--- config.mk ---
export PLATFORM = sky130hd
export DESIGN_NAME = timing_stats_flat
export DESIGN_NICKNAME = d
export VERILOG_FILES = /design/src/rtl/timing_stats_if.sv /design/src/rtl/timing_stats.sv /design/src/flat_wrapper.sv
export SDC_FILE = /design/constraint.sdc
export NUM_CORES = 1
export LEC_CHECK = 0
export ABC_AREA = 1
export CAP_MARGIN = 20
export CORE_AREA = 2 2 300 302
export CTS_BUF_LIST = sky130_fd_sc_hd__clkbuf_2
export CTS_CLUSTER_SIZE = 14
export DETAILED_ROUTE_END_ITERATION = 8
export DIE_AREA = 0 0 302 304
export DONT_BUFFER_PORTS = 1
export PLACE_DENSITY_LB_ADDON = 0.25
export REMOVE_ABC_BUFFERS = 1
export SYNTH_ARGS = -nofsm -noshare
export SYNTH_HDL_FRONTEND = slang
export SYNTH_SLANG_ARGS = --single-unit
export TNS_END_PERCENT = 100
--- constraint.sdc ---
create_clock -name clk -period 6.3 [get_ports clk]
set_clock_uncertainty 0.15 [all_clocks]
set_input_delay 1.26 -clock clk [delete_from_list [all_inputs] [get_ports clk]]
set_output_delay 1.26 -clock clk [all_outputs]
set_load 0.05 [all_outputs]
--- src/rtl/timing_stats_if.sv ---
// Bus between the timing manager / software and the timing statistics block.
// The master side drives the acquisition events and read index; the slave side returns statistics.
interface timing_stats_if;
    logic        trigger;
    logic        sched_isr;
    logic [5:0]  en_bits;
    logic [15:0] eddy0_time;
    logic [15:0] eddy1_time;
    logic [15:0] eddy2_time;
    logic [15:0] eddy3_time;
    logic [15:0] encoder_time;
    logic [15:0] adc_time;
    logic        clear_stats;
    logic [2:0]  rd_sel;
    logic [15:0] rd_min;
    logic [15:0] rd_max;
    logic [15:0] rd_last;
    logic [5:0]  sample_valid;
    logic [31:0] cycle_count;
    logic [15:0] overrun_count;
    logic        busy;

    modport master (
        output trigger, sched_isr, en_bits,
        output eddy0_time, eddy1_time, eddy2_time, eddy3_time, encoder_time, adc_time,
        output clear_stats, rd_sel,
        input  rd_min, rd_max, rd_last, sample_valid, cycle_count, overrun_count, busy
    );

    modport slave (
        input  trigger, sched_isr, en_bits,
        input  eddy0_time, eddy1_time, eddy2_time, eddy3_time, encoder_time, adc_time,
        input  clear_stats, rd_sel,
        output rd_min, rd_max, rd_last, sample_valid, cycle_count, overrun_count, busy
    );
endinterface

--- src/rtl/timing_stats.sv ---
// Per-sensor min/max/last acquisition-time statistics, updated one sensor per cycle
// through a single shared comparator pair after each scheduler completion pulse.
module timing_stats (
    input  logic           clk,
    input  logic           rst_n,
    timing_stats_if.slave  bus
);

    typedef enum logic [1:0] {IDLE, ARMED, UPDATE} state_t;

    state_t      state;
    state_t      next_state;
    logic [2:0]  idx;
    logic        pending;
    logic [15:0] snap_time [6];
    logic [5:0]  snap_en;
    logic [15:0] min_r  [6];
    logic [15:0] max_r  [6];
    logic [15:0] last_r [6];
    logic [5:0]  valid_r;
    logic [31:0] cycle_r;
    logic [15:0] overrun_r;

    logic [15:0] in_time [6];
    logic [15:0] cur_time;
    logic [15:0] cur_min;
    logic [15:0] cur_max;
    logic        is_gt;
    logic        is_lt;
    logic        first;
    logic        last_idx;

    always_comb begin
        in_time[0] = bus.eddy0_time;
        in_time[1] = bus.eddy1_time;
        in_time[2] = bus.eddy2_time;
        in_time[3] = bus.eddy3_time;
        in_time[4] = bus.encoder_time;
        in_time[5] = bus.adc_time;
    end

    // One comparator pair shared by all sensors, steered by the update index.
    always_comb begin
        cur_time = snap_time[idx];
        cur_min  = min_r[idx];
        cur_max  = max_r[idx];
        is_gt    = cur_time > cur_max;
        is_lt    = cur_time < cur_min;
        first    = !valid_r[idx];
        last_idx = (idx == 3'd5);
    end

    always_ff @(posedge clk or negedge rst_n) begin
        if (!rst_n) begin
            state <= IDLE;
        end else begin
            state <= next_state;
        end
    end

    always_comb begin
        next_state = state;
        case (state)
            IDLE:    if (bus.trigger) next_state = ARMED;
            ARMED:   if (bus.sched_isr) next_state = UPDATE;
            UPDATE:  if (last_idx) next_state = (pending || bus.trigger) ? ARMED : IDLE;
            default: next_state = IDLE;
        endcase
        if (bus.clear_stats) begin
            next_state = IDLE;
        end
    end

    always_ff @(posedge clk or negedge rst_n) begin
        if (!rst_n) begin
            idx       <= 3'd0;
            pending   <= 1'b0;
            snap_en   <= 6'd0;
            valid_r   <= 6'd0;
            cycle_r   <= 32'd0;
            overrun_r <= 16'd0;
            for (int i = 0; i < 6; i++) begin
                snap_time[i] <= 16'd0;
                min_r[i]     <= 16'hFFFF;
                max_r[i]     <= 16'd0;
                last_r[i]    <= 16'd0;
            end
        end else if (bus.clear_stats) begin
            idx       <= 3'd0;
            pending   <= 1'b0;
            valid_r   <= 6'd0;
            cycle_r   <= 32'd0;
            overrun_r <= 16'd0;
            for (int i = 0; i < 6; i++) begin
                min_r[i]  <= 16'hFFFF;
                max_r[i]  <= 16'd0;
                last_r[i] <= 16'd0;
            end
        end else begin
            case (state)
                ARMED: begin
                    if (bus.sched_isr) begin
                        snap_en <= bus.en_bits;
                        idx     <= 3'd0;
                        for (int i = 0; i < 6; i++) begin
                            snap_time[i] <= in_time[i];
                        end
                        if (bus.trigger) pending <= 1'b1;
                    end else if (bus.trigger && overrun_r != 16'hFFFF) begin
                        overrun_r <= overrun_r + 16'd1;
                    end
                end
                UPDATE: begin
                    if (snap_en[idx]) begin
                        last_r[idx]  <= cur_time;
                        valid_r[idx] <= 1'b1;
                        if (first || is_gt) max_r[idx] <= cur_time;
                        if (first || is_lt) min_r[idx] <= cur_time;
                    end
                    if (bus.trigger) begin
                        if (pending) begin
                            if (overrun_r != 16'hFFFF) overrun_r <= overrun_r + 16'd1;
                        end else begin
                            pending <= 1'b1;
                        end
                    end
                    // Finishing the sweep consumes any pending trigger by re-arming.
                    if (last_idx) begin
                        idx     <= 3'd0;
                        pending <= 1'b0;
                        cycle_r <= cycle_r + 32'd1;
                    end else begin
                        idx <= idx + 3'd1;
                    end
                end
                default: ;
            endcase
        end
    end

    always_comb begin
        bus.rd_min  = 16'd0;
        bus.rd_max  = 16'd0;
        bus.rd_last = 16'd0;
        if (bus.rd_sel < 3'd6) begin
            bus.rd_min  = min_r[bus.rd_sel];
            bus.rd_max  = max_r[bus.rd_sel];
            bus.rd_last = last_r[bus.rd_sel];
        end
    end

    assign bus.sample_valid  = valid_r;
    assign bus.cycle_count   = cycle_r;
    assign bus.overrun_count = overrun_r;
    assign bus.busy          = (state != IDLE);

endmodule

--- src/flat_wrapper.sv ---
// flat-port wrapper written by rule: the top's interface ports become plain ports
module timing_stats_flat 
  (clk, rst_n, bus_trigger, bus_sched_isr, bus_en_bits, bus_eddy0_time, bus_eddy1_time, bus_eddy2_time, bus_eddy3_time, bus_encoder_time, bus_adc_time, bus_clear_stats, bus_rd_sel, bus_rd_min, bus_rd_max, bus_rd_last, bus_sample_valid, bus_cycle_count, bus_overrun_count, bus_busy);
  timing_stats_if bus_i ();
  input  logic clk;
  input  logic rst_n;
  input wire logic [$bits(bus_i.trigger)-1:0] bus_trigger;
  input wire logic [$bits(bus_i.sched_isr)-1:0] bus_sched_isr;
  input wire logic [$bits(bus_i.en_bits)-1:0] bus_en_bits;
  input wire logic [$bits(bus_i.eddy0_time)-1:0] bus_eddy0_time;
  input wire logic [$bits(bus_i.eddy1_time)-1:0] bus_eddy1_time;
  input wire logic [$bits(bus_i.eddy2_time)-1:0] bus_eddy2_time;
  input wire logic [$bits(bus_i.eddy3_time)-1:0] bus_eddy3_time;
  input wire logic [$bits(bus_i.encoder_time)-1:0] bus_encoder_time;
  input wire logic [$bits(bus_i.adc_time)-1:0] bus_adc_time;
  input wire logic [$bits(bus_i.clear_stats)-1:0] bus_clear_stats;
  input wire logic [$bits(bus_i.rd_sel)-1:0] bus_rd_sel;
  output wire logic [$bits(bus_i.rd_min)-1:0] bus_rd_min;
  output wire logic [$bits(bus_i.rd_max)-1:0] bus_rd_max;
  output wire logic [$bits(bus_i.rd_last)-1:0] bus_rd_last;
  output wire logic [$bits(bus_i.sample_valid)-1:0] bus_sample_valid;
  output wire logic [$bits(bus_i.cycle_count)-1:0] bus_cycle_count;
  output wire logic [$bits(bus_i.overrun_count)-1:0] bus_overrun_count;
  output wire logic [$bits(bus_i.busy)-1:0] bus_busy;
  assign bus_i.trigger = bus_trigger;
  assign bus_i.sched_isr = bus_sched_isr;
  assign bus_i.en_bits = bus_en_bits;
  assign bus_i.eddy0_time = bus_eddy0_time;
  assign bus_i.eddy1_time = bus_eddy1_time;
  assign bus_i.eddy2_time = bus_eddy2_time;
  assign bus_i.eddy3_time = bus_eddy3_time;
  assign bus_i.encoder_time = bus_encoder_time;
  assign bus_i.adc_time = bus_adc_time;
  assign bus_i.clear_stats = bus_clear_stats;
  assign bus_i.rd_sel = bus_rd_sel;
  assign bus_rd_min = bus_i.rd_min;
  assign bus_rd_max = bus_i.rd_max;
  assign bus_rd_last = bus_i.rd_last;
  assign bus_sample_valid = bus_i.sample_valid;
  assign bus_cycle_count = bus_i.cycle_count;
  assign bus_overrun_count = bus_i.overrun_count;
  assign bus_busy = bus_i.busy;
  timing_stats u_core (.clk(clk), .rst_n(rst_n), .bus(bus_i));
endmodule
# Word level (Yosys, flattened, before mapping)
# Cells that the tools add are included.
[word_totals]
ram_bits = 0
ff_bits = 450
memories = 0
latch_bits = 0
romBits = 0
wordCells = 152
[op_classes]
bitwise = 4
div = 0
n_addsub = 3
n_mul = 0
n_shift = 0
n_reduce_logical = 23
eq_ne = 12
mux = 71
n_lt_le_gt_ge = 8
[op_table]
columns = ["cell", "count"]
rows = [
  ["$mux W96", 11],
  ["$mux W16", 22],
  ["$bmux W16 S3", 6],
  ["$bwmux W96", 3],
  ["$mux W32", 3],
  ["$demux W16 S3", 1],
  ["$add A32 B1 Y32 const B", 1],
  ["$pmux W16 S2", 1],
  ["$mux W6", 3],
  ["$add A16 B1 Y16 const B", 1],
  ["$gt A16 B16 Y1", 1],
  ["$lt A16 B16 Y1", 1],
  ["$ne A16 B16 Y1 const B", 1],
  ["$ne A3 B2 Y1 const B", 4],
  ["$ne A3 B3 Y1 const B", 4],
  ["$reduce_and A3 Y1", 4],
  ["$reduce_bool A2 Y1", 6],
  ["$mux W3", 3],
  ["$ge A4 B4 Y1 const B", 2],
  ["$mux W1", 8],
  ["$mux W2", 4],
  ["$not A3 Y4", 2],
  ["$bmux W1 S3", 2],
  ["$or A6 B6 Y6", 1],
  ["20 further kinds", 26],
]

# Logic depth before layout (Yosys ltp)
# Gate-level depths: netlist of run 1.
[logic_depth]
word_depth = 10
depth_mapped = 24
mapped_depth_nobuf = 20

# Least setup slack after synthesis of run 1
# No wires, ideal clock.
[synth_timing]
kind = "input-to-output"
startpoint = "in bus_rd_sel[0]"
endpoint = "out bus_rd_last[14]"
n_path_buf = 2
slack_ns = 1.255
required_time_ns = 4.890
stages = 5
t_arrival_ns = 3.635
path_cell_list = "inv_1 clkbuf_1 clkbuf_1 nor2_1 o41ai_1"
[synth_between]
elab_chain_len = 5
word_cells_on_any_way = 6
classes_between = "order compare: 1; mux: 4; bitwise: 1"
[synth_lines]
columns = ["item", "line", "rtl"]
rows = [
  ["from (decl)", "flat_wrapper.sv:17", "input wire logic [$bits(bus_i.rd_sel)-1:0] bus_rd_sel;"],
  ["$not A3 Y4 (implied by the code)", "timing_stats.sv:148", "bus.rd_last = last_r[bus.rd_sel];"],
  ["$bmux W16 S3", "timing_stats.sv:148", ""],
  ["$mux W16 (implied by the code) (2 in a row)", "timing_stats.sv:148", ""],
  ["$mux W16 (*)", "timing_stats.sv:145", "if (bus.rd_sel < 3'd6) begin"],
  ["to (decl)", "flat_wrapper.sv:20", "output wire logic [$bits(bus_i.rd_last)-1:0] bus_rd_last;"],
]
# Mark *: on every way between the ends. The rest lies on a longest branch, timed or not. The select of a mux whose other input is x is not followed.

# Worst setup path after layout of run 1
[layout_timing]
startpoint = "reg u_core.idx[2]"
endpoint = "reg u_core.min_r[92] (netlist name)"
[layout_between]
elab_chain_len = 10
word_cells_on_any_way = 27
classes_between = "order compare: 3; mux: 17; bitwise: 1; reduce/logical: 6"
[layout_lines]
columns = ["item", "line", "rtl"]
rows = [
  ["from (decl)", "timing_stats.sv:13", "logic [2:0] idx;"],
  ["from (signal assigned)", "timing_stats.sv:133", "idx <= idx + 3'd1;"],
  ["branches (longest 10 deep; another with $lt A16 B16 Y1)", "--", ""],
  ["to (signal, indexed assignment)", "timing_stats.sv:118", "if (first || is_lt) min_r[idx] <= cur_time;"],
  ["to (decl)", "timing_stats.sv:17", "logic [15:0] min_r [6];"],
]
# Parallel ways; which one is timed is not known. The select of a mux whose other input is x is not followed.
# A chain may end at the register's enable or synchronous reset.

==> results of run 1 <==
how the worst max path moves through the flow:
stage                                              end  slack [ns]  cells after the start
2_1_floorplan  u_core.bus.overrun_count[2]$_DFFE_PN0P_       -4.51                     11
3_3_place_gp              u_core.min_r[66]$_DFFE_PN1P_        1.46                     15
3_5_place_dp              u_core.max_r[95]$_DFFE_PN0P_        1.44                     16
4_1_cts                   u_core.max_r[72]$_DFFE_PN0P_        1.45                     18
5_1_grt                   u_core.min_r[78]$_DFFE_PN1P_        1.09                     18
6_report                  u_core.min_r[92]$_DFFE_PN1P_        1.31                     15
power groups by stage:
stage	sequential [mW]	clock (mW)	combinational [mW]
detailed placement	4.11	0	3.35
CTS	4.07	2.48	3.44
global route	4.15	2.65	3.80
global placement	4.13	0	3.34
finish	4.08	2.42	3.48
floorplan	3.97	0	2.00
Yosys cell counts (2+ instances only):
master	count	share of area, %
sky130_fd_sc_hd__a2111oi_0	15	0.53
sky130_fd_sc_hd__o41ai_1	3	0.11
sky130_fd_sc_hd__clkinv_1	2	0.031
sky130_fd_sc_hd__o211ai_1	47	1.4
sky130_fd_sc_hd__dfrtp_1	354	36
sky130_fd_sc_hd__o22ai_1	35	0.89
sky130_fd_sc_hd__nor2_2	4	0.10
sky130_fd_sc_hd__nand3_1	235	4.8
sky130_fd_sc_hd__nor4_1	7	0.18
sky130_fd_sc_hd__o221ai_1	12	0.43
sky130_fd_sc_hd__buf_2	41	0.83
sky130_fd_sc_hd__nor2_1	132	2.0
sky130_fd_sc_hd__ha_1	33	1.7
sky130_fd_sc_hd__dfstp_2	96	10
sky130_fd_sc_hd__o21ai_0	456	9.3
sky130_fd_sc_hd__inv_2	13	0.20
sky130_fd_sc_hd__xor2_1	6	0.21
sky130_fd_sc_hd__clkbuf_1	157	2.4
sky130_fd_sc_hd__a21oi_1	107	2.2
sky130_fd_sc_hd__buf_1	29	0.44
sky130_fd_sc_hd__o21bai_1	2	0.061
sky130_fd_sc_hd__a22oi_1	6	0.18
sky130_fd_sc_hd__nor3_1	93	1.9
sky130_fd_sc_hd__inv_1	280	4.3
sky130_fd_sc_hd__o21ai_1	28	0.57
sky130_fd_sc_hd__a211oi_1	16	0.49
sky130_fd_sc_hd__buf_4	2	0.061
sky130_fd_sc_hd__a221oi_1	17	0.61
sky130_fd_sc_hd__nand2_2	18	0.46
sky130_fd_sc_hd__o31ai_1	7	0.21
sky130_fd_sc_hd__nand2_1	1077	16
sky130_fd_sc_hd__a31oi_1	2	0.051
sky130_fd_sc_hd__nand4_1	13	0.33
sequential cells by signal (all words and copies together) (netlist names), 3 cells and up:
register	flops
u_core.last_r	96
u_core.max_r	96
u_core.bus.sample_valid	6
u_core.bus.overrun_count	16
u_core.bus.cycle_count	32
u_core.idx	3
u_core.snap_en	6
u_core.snap_time	96
u_core.min_r	96
per-layer routing:
metal | GRT usage (%) | vias to the layer above
met2 | 35.64 | 1157
met5 | 0 | -
met4 | 10.21 | 0
met3 | 5.697 | 249
met1 | 31.36 | 11940
li1 | - | 11420
worst register-to-register path, stage by stage, from the launching register on:
cell and delay, ns:
sky130_fd_sc_hd__dfrtp_1 0.49, sky130_fd_sc_hd__inv_2 0.14, sky130_fd_sc_hd__nor2_4 0.10, sky130_fd_sc_hd__inv_2 0.29, sky130_fd_sc_hd__buf_4 0.46, sky130_fd_sc_hd__nor3_1 0.09, sky130_fd_sc_hd__a2111oi_0 0.89, sky130_fd_sc_hd__ha_1 0.40
sky130_fd_sc_hd__nand3_1 0.09, sky130_fd_sc_hd__a31oi_1 0.08, sky130_fd_sc_hd__a2111oi_0 0.30, sky130_fd_sc_hd__nand2_1 0.15, sky130_fd_sc_hd__nand2_4 0.42, sky130_fd_sc_hd__nand2_2 0.58, sky130_fd_sc_hd__nand2_1 0.21, sky130_fd_sc_hd__nand2_1 0.08
final cells by class:
class                           instances  share of cell area (%)
Sequential cell                       450                   39.91
Multi-Input combinational cell       2382                   39.47
Timing Repair Buffer                  218                   7.130
Tap cell                             1176                   5.160
Inverter                              295                   3.900
Clock buffer                          209                   3.668
Clock inverter                         34                  0.7108
Antenna cell                            6                 0.05265
kinds of logic (layout without fill, tap and decap cells):
logic type                 Yosys count  in the layout
and+or+nand+nor                   1583           1583
AOI/OAI and AO/OA                  759            759
buffers and inverters              524            756
DFF                                450            450
adders and majority gates           33             33
xor gates and xnor gates             7              7
other                                0              6
==> flow_summary.ini, run 1 <==
[outcome]
run_status = finished, violations left
violations_in_the_final_reports = hold timing

[global_routing]
grt_pass1_wl_um = 161000
global_route.overflow_total = 0
grt_antenna_before_repair = 4
grt_pass1_vias = 24410
pin_count_of_the_biggest_net_entering_global_routing = 451
grt_usage_pct = 23.39

[power]
peakVddDrop_mv = 0.1222
finalPower_mw = 9.982
power_leakage_nw = 13.26
sw_share_pct = 43.87
power_per_cell_area_nw_per_um2 = 350.0
power.sequential.fraction_pct = 40.9
net-switching-power_mw = 4.379
intPower_mw = 5.602
clock_power_share_pct = 24.2
share_of_power_burned_in_combinational_logic_pct = 34.9

[sta]
achievable-frequency_mhz = 200.4
grt_setup_unrepaired = false
fin_crit_sh_pct = 79.20
final_max_slew_viol_count = 0
worst_slew_margin_rel_pct = 18.15
timing.setup.tns_ns = 0
finalWorstPathRequiredPeriod_ns = 4.989
finalHoldWorstSlack_ns = -0.5247
worst_slew_pin_tran_ns = 1.197
finalSetupViolations = 0
finalHoldViolations = 396
final_critical_path_setup_slack_ns = 1.311

[synthesis]
synth_top_flop_cell = sky130_fd_sc_hd__dfrtp_1
syn_area_um2 = 24600
post_synth.cell_area_avg_um2 = 7.331
synth_top_family_by_area = simple AND/OR/NAND/NOR gates
synth_xor_area_share_pct = 0.2492
yosys.area_share.adder_pct = 1.678
synth.lib_cells_used.distinct = 44
post_synth_and_or_nand_nor_area_fraction_pct = 26.32
synthArstFlopShare_pct = 100.0
yosysSeqAreaShare_pct = 46.26
synthesized_area_fraction_occupied_by_ao_oa_aoi_and_oai_cells_pct = 17.26
synth.mux.area_fraction_pct = 0
netlist_instances = 3356
ys_seq_elements = 450
warnings_synthesis = 0
number_of_enable_type_register_cells_in_the_synthesized_netlist = 0

[placement]
place_hpwl_um = 64910
placement.io_buffers = 0
placement.cell_area_um2 = 26170
place_ws_ns = 1.435
cell_total_after_placement = 4414
routabilityCongestion = 0.8700

[worst_setup_path]
timing.critical_path.slowest_stage_cell = sky130_fd_sc_hd__a2111oi_0
rr_endpoint = u_core.min_r[92]$_DFFE_PN1P_
timing.critical_path.mode_cell = sky130_fd_sc_hd__nand2_1
arrival_ns = 6.09
worstPathRequired_ns = 7.40
crit_start = u_core.idx[2]$_DFFE_PN0P_
cp_num_buf_inv = 3
setup.worst_path.class = reg2reg
reg2reg_from = u_core.idx[2]$_DFFE_PN0P_
timing.critical_path.max_delay_family = simple AND/OR/NAND/NOR gates
setup.worst_path.start_class = flip-flop
reg2reg_setup_slack_ns = 1.31
worst_reg_to_reg_cells = 15
worstPathMaxFanout = 34
worstPathCellList = inv_2, nor2_4, inv_2, buf_4, nor3_1, a2111oi_0, ha_1, nand3_1, a31oi_1, a2111oi_0, nand2_1, nand2_4, nand2_2, nand2_1, nand2_1
timing.critical_path.slowest_cell_delay_ns = 0.89
endpoint_kind = flip-flop

[routing]
detailedRoute.firstIterationViolations = 2607
routed_wirelength_um = 107800
met3RoutedLength_um = 8731
highest_layer = met4
drt-met1-wl_um = 46000
dr_total_vias = 24770
met2WireLength_um = 48570
route.detailed.drc = 0
viasPerCell = 5.194
routedWlPerCell_um = 22.61
first_pass_iters = 6
drtAntennaViolNets = 0

[final_layout]
area_delta_synth_final_pct = 15.91
seq_area_um2 = 11380
layout.core_utilization_pct = 32.02
drive_gt1_share_pct = 13.41
finalNonFillerCells = 4770
nets = 3625
postLayoutCellArea_um2 = 28520
multiInputGateArea_um2 = 11250
final_cell_mix = sky130_fd_sc_hd__nand2_1, sky130_fd_sc_hd__o21ai_0, sky130_fd_sc_hd__dfrtp_1, sky130_fd_sc_hd__inv_1, sky130_fd_sc_hd__nand3_1
fillCellCount = 9748
layout_commonest_cell = sky130_fd_sc_hd__nand2_1

[die]
core_region_area_um2 = 89050
die_area_um2 = 91810
placementRows = 110
floorplan.die.height_um = 304
die_width_um = 302
floorplan.initialDensity_pct = 27.63
ioPinCount = 213

[cts]
postCtsHoldBufs = 107
cts_sinks = 450
tritoncts_clock_tree = yes
post-cts-setup-buffer-count = 0
clock_latency_ns = 1.41
path_clk_slew_ns = 0.12
number_of_resized_instances_in_the_post_cts_repair_step = 0
cts-htree-levels = 4
clk_root_buffer_cell = sky130_fd_sc_hd__clkbuf_2
cts-buffers-inserted = 135
max-clock-path-buffers = 3

[worst_hold_path]
hold_path.class = in2async

[run]
max-cap-violations = 0
No activity file was read; power rests on OpenSTA's default activity.
==> run 2, diff against run 1 <==
==> constraint.sdc (replaced) <==
create_clock -name clk -period 4.45 [get_ports clk]
set_clock_uncertainty 0.15 [all_clocks]
set_input_delay 0.89 -clock clk [delete_from_list [all_inputs] [get_ports clk]]
set_output_delay 0.89 -clock clk [all_outputs]
set_load 0.05 [all_outputs]
==> flow_summary.ini, run 2 (synthesis results as in run 1) <==
[outcome]
run_status = finished, violations left
violations_in_the_final_reports = hold timing

[global_routing]
pin_count_of_the_biggest_net_entering_global_routing = 451
grt_antenna_before_repair = 2
grt_usage_pct = 23.50
grt_pass1_vias = 24970
global_route.overflow_total = 0
grt_pass1_wl_um = 162100

[die]
floorplan.die.height_um = 304
die_area_um2 = 91810
placementRows = 110
ioPinCount = 213
floorplan.initialDensity_pct = 27.63
core_region_area_um2 = 89050
die_width_um = 302

[placement]
cell_total_after_placement = 4476
routabilityCongestion = 0.8977
placement.cell_area_um2 = 26860
place_ws_ns = 0.1955
placement.io_buffers = 0
place_hpwl_um = 67260

[routing]
drtAntennaViolNets = 0
detailedRoute.firstIterationViolations = 2438
highest_layer = met4
routedWlPerCell_um = 21.78
route.detailed.drc = 0
dr_total_vias = 25450
viasPerCell = 5.118
met2WireLength_um = 49320
met3RoutedLength_um = 8398
routed_wirelength_um = 108300
drt-met1-wl_um = 46780
first_pass_iters = 6

[worst_setup_path]
worstPathRequired_ns = 5.45
timing.critical_path.max_delay_family = compound AO/OA/AOI/OAI gates
cp_num_buf_inv = 2
endpoint_kind = flip-flop
timing.critical_path.slowest_stage_cell = sky130_fd_sc_hd__o21ai_0
timing.critical_path.slowest_cell_delay_ns = 0.53
worstPathCellList = buf_4, o21ai_0, o22ai_1, a221oi_1, o21ai_0, ha_1, nand2_1, nor3_1, o21ai_0, o2111ai_1, nand2_1, nand2_2, nand2_1, buf_4, nand2_1, o21ai_0
setup.worst_path.start_class = flip-flop
arrival_ns = 5.19
setup.worst_path.class = reg2reg
worstPathMaxFanout = 16

[final_layout]
final_cell_mix = sky130_fd_sc_hd__nand2_1, sky130_fd_sc_hd__o21ai_0, sky130_fd_sc_hd__dfrtp_1, sky130_fd_sc_hd__inv_1, sky130_fd_sc_hd__dlygate4sd3_1
finalNonFillerCells = 4972
layout_commonest_cell = sky130_fd_sc_hd__nand2_1
fillCellCount = 9602
nets = 3833
drive_gt1_share_pct = 14.36
postLayoutCellArea_um2 = 30620
area_delta_synth_final_pct = 24.47

[sta]
worst_slew_pin_tran_ns = 1.164
grt_setup_unrepaired = false
finalHoldWorstSlack_ns = -0.8924
final_max_slew_viol_count = 0
final_critical_path_setup_slack_ns = 0.2587
finalHoldViolations = 450
fin_crit_sh_pct = 94.19
achievable-frequency_mhz = 238.6
finalWorstPathRequiredPeriod_ns = 4.191
worst_slew_margin_rel_pct = 22.39
finalSetupViolations = 0

[run]
max-cap-violations = 0

[cts]
max-clock-path-buffers = 3
cts_sinks = 450
cts-htree-levels = 4
postCtsHoldBufs = 254
cts-buffers-inserted = 134
clk_root_buffer_cell = sky130_fd_sc_hd__clkbuf_2
clock_latency_ns = 1.37
tritoncts_clock_tree = yes
path_clk_slew_ns = 0.09

[power]
power_per_cell_area_nw_per_um2 = 477.8
power_leakage_nw = 14.00
peakVddDrop_mv = 0.2188

[worst_hold_path]
hold_path.class = in2async
run 2: path summary, 6_finish.rpt:
check / from / to / slack [ns] / cells after the start
max: u_core.idx[0]$_DFFE_PN0P_ / u_core.max_r[40]$_DFFE_PN0P_ / 0.26 / 16
max in group asynchronous: rst_n / u_core.idx[0]$_DFFE_PN0P_ / 3.99 / 0
min in group clk: bus_eddy3_time[8] / u_core.snap_time[40]$_DFFE_PN0P_ / 0.20 / 3
max reg2reg: u_core.idx[0]$_DFFE_PN0P_ / u_core.max_r[40]$_DFFE_PN0P_ / 0.26 / 16
min reg2reg: u_core.min_r[6]$_DFFE_PN1P_ / u_core.min_r[6]$_DFFE_PN1P_ / 0.31 / 2
min: rst_n / u_core.snap_time[12]$_DFFE_PN0P_ / -0.89 / 0
run 2: routing by layer:
layer | global-route usage, % | vias up
met1 | 31.85 | 12230
met3 | 4.491 | 228
met2 | 36.85 | 1160
met5 | 0 | -
met4 | 9.176 | 0
li1 | - | 11830
run 2: power breakdown:
group          total, mW  internal, mW  leakage [nW]  switching [mW]
combinational       5.60          1.97          7.33            3.63
clock               3.29          1.26         0.935            2.03
sequential          5.74          5.15          5.74           0.590
run 2: through the flow:
| step | setup TNS (ns) | power [mW] | util, % |
|---|---|---|---|
| 6_report | 0 | 14.63 | 34.39 |
| 5_1_grt | 0 | 15.56 | 34.39 |
| 4_1_cts | 0 | 14.66 | 34.38 |
| 3_5_place_dp | 0 | 10.85 | 30.16 |
| 3_3_place_gp | 0 | 10.82 | 30.16 |
| 2_1_floorplan | -1000.15 | 8.448 | - |
run 2: cell type report:
cell class	count	area, um^2	share of cell area (%)
Antenna cell	2	5.005	0.01634
Clock buffer	211	1056	3.448
Clock inverter	29	140.1	0.4576
Inverter	295	1112	3.632
Multi-Input combinational cell	2382	11260	36.77
Sequential cell	450	11380	37.17
Tap cell	1176	1471	4.805
Timing Repair Buffer	427	4195	13.70
run 2: repair_timing:
item / 4_1_cts / 5_1_grt
hold endpoints to repair: 774 / 450
resized for setup: 0 / 3
endpoints found under the setup margin: 0 / 68
setup buffers: 0 / 0
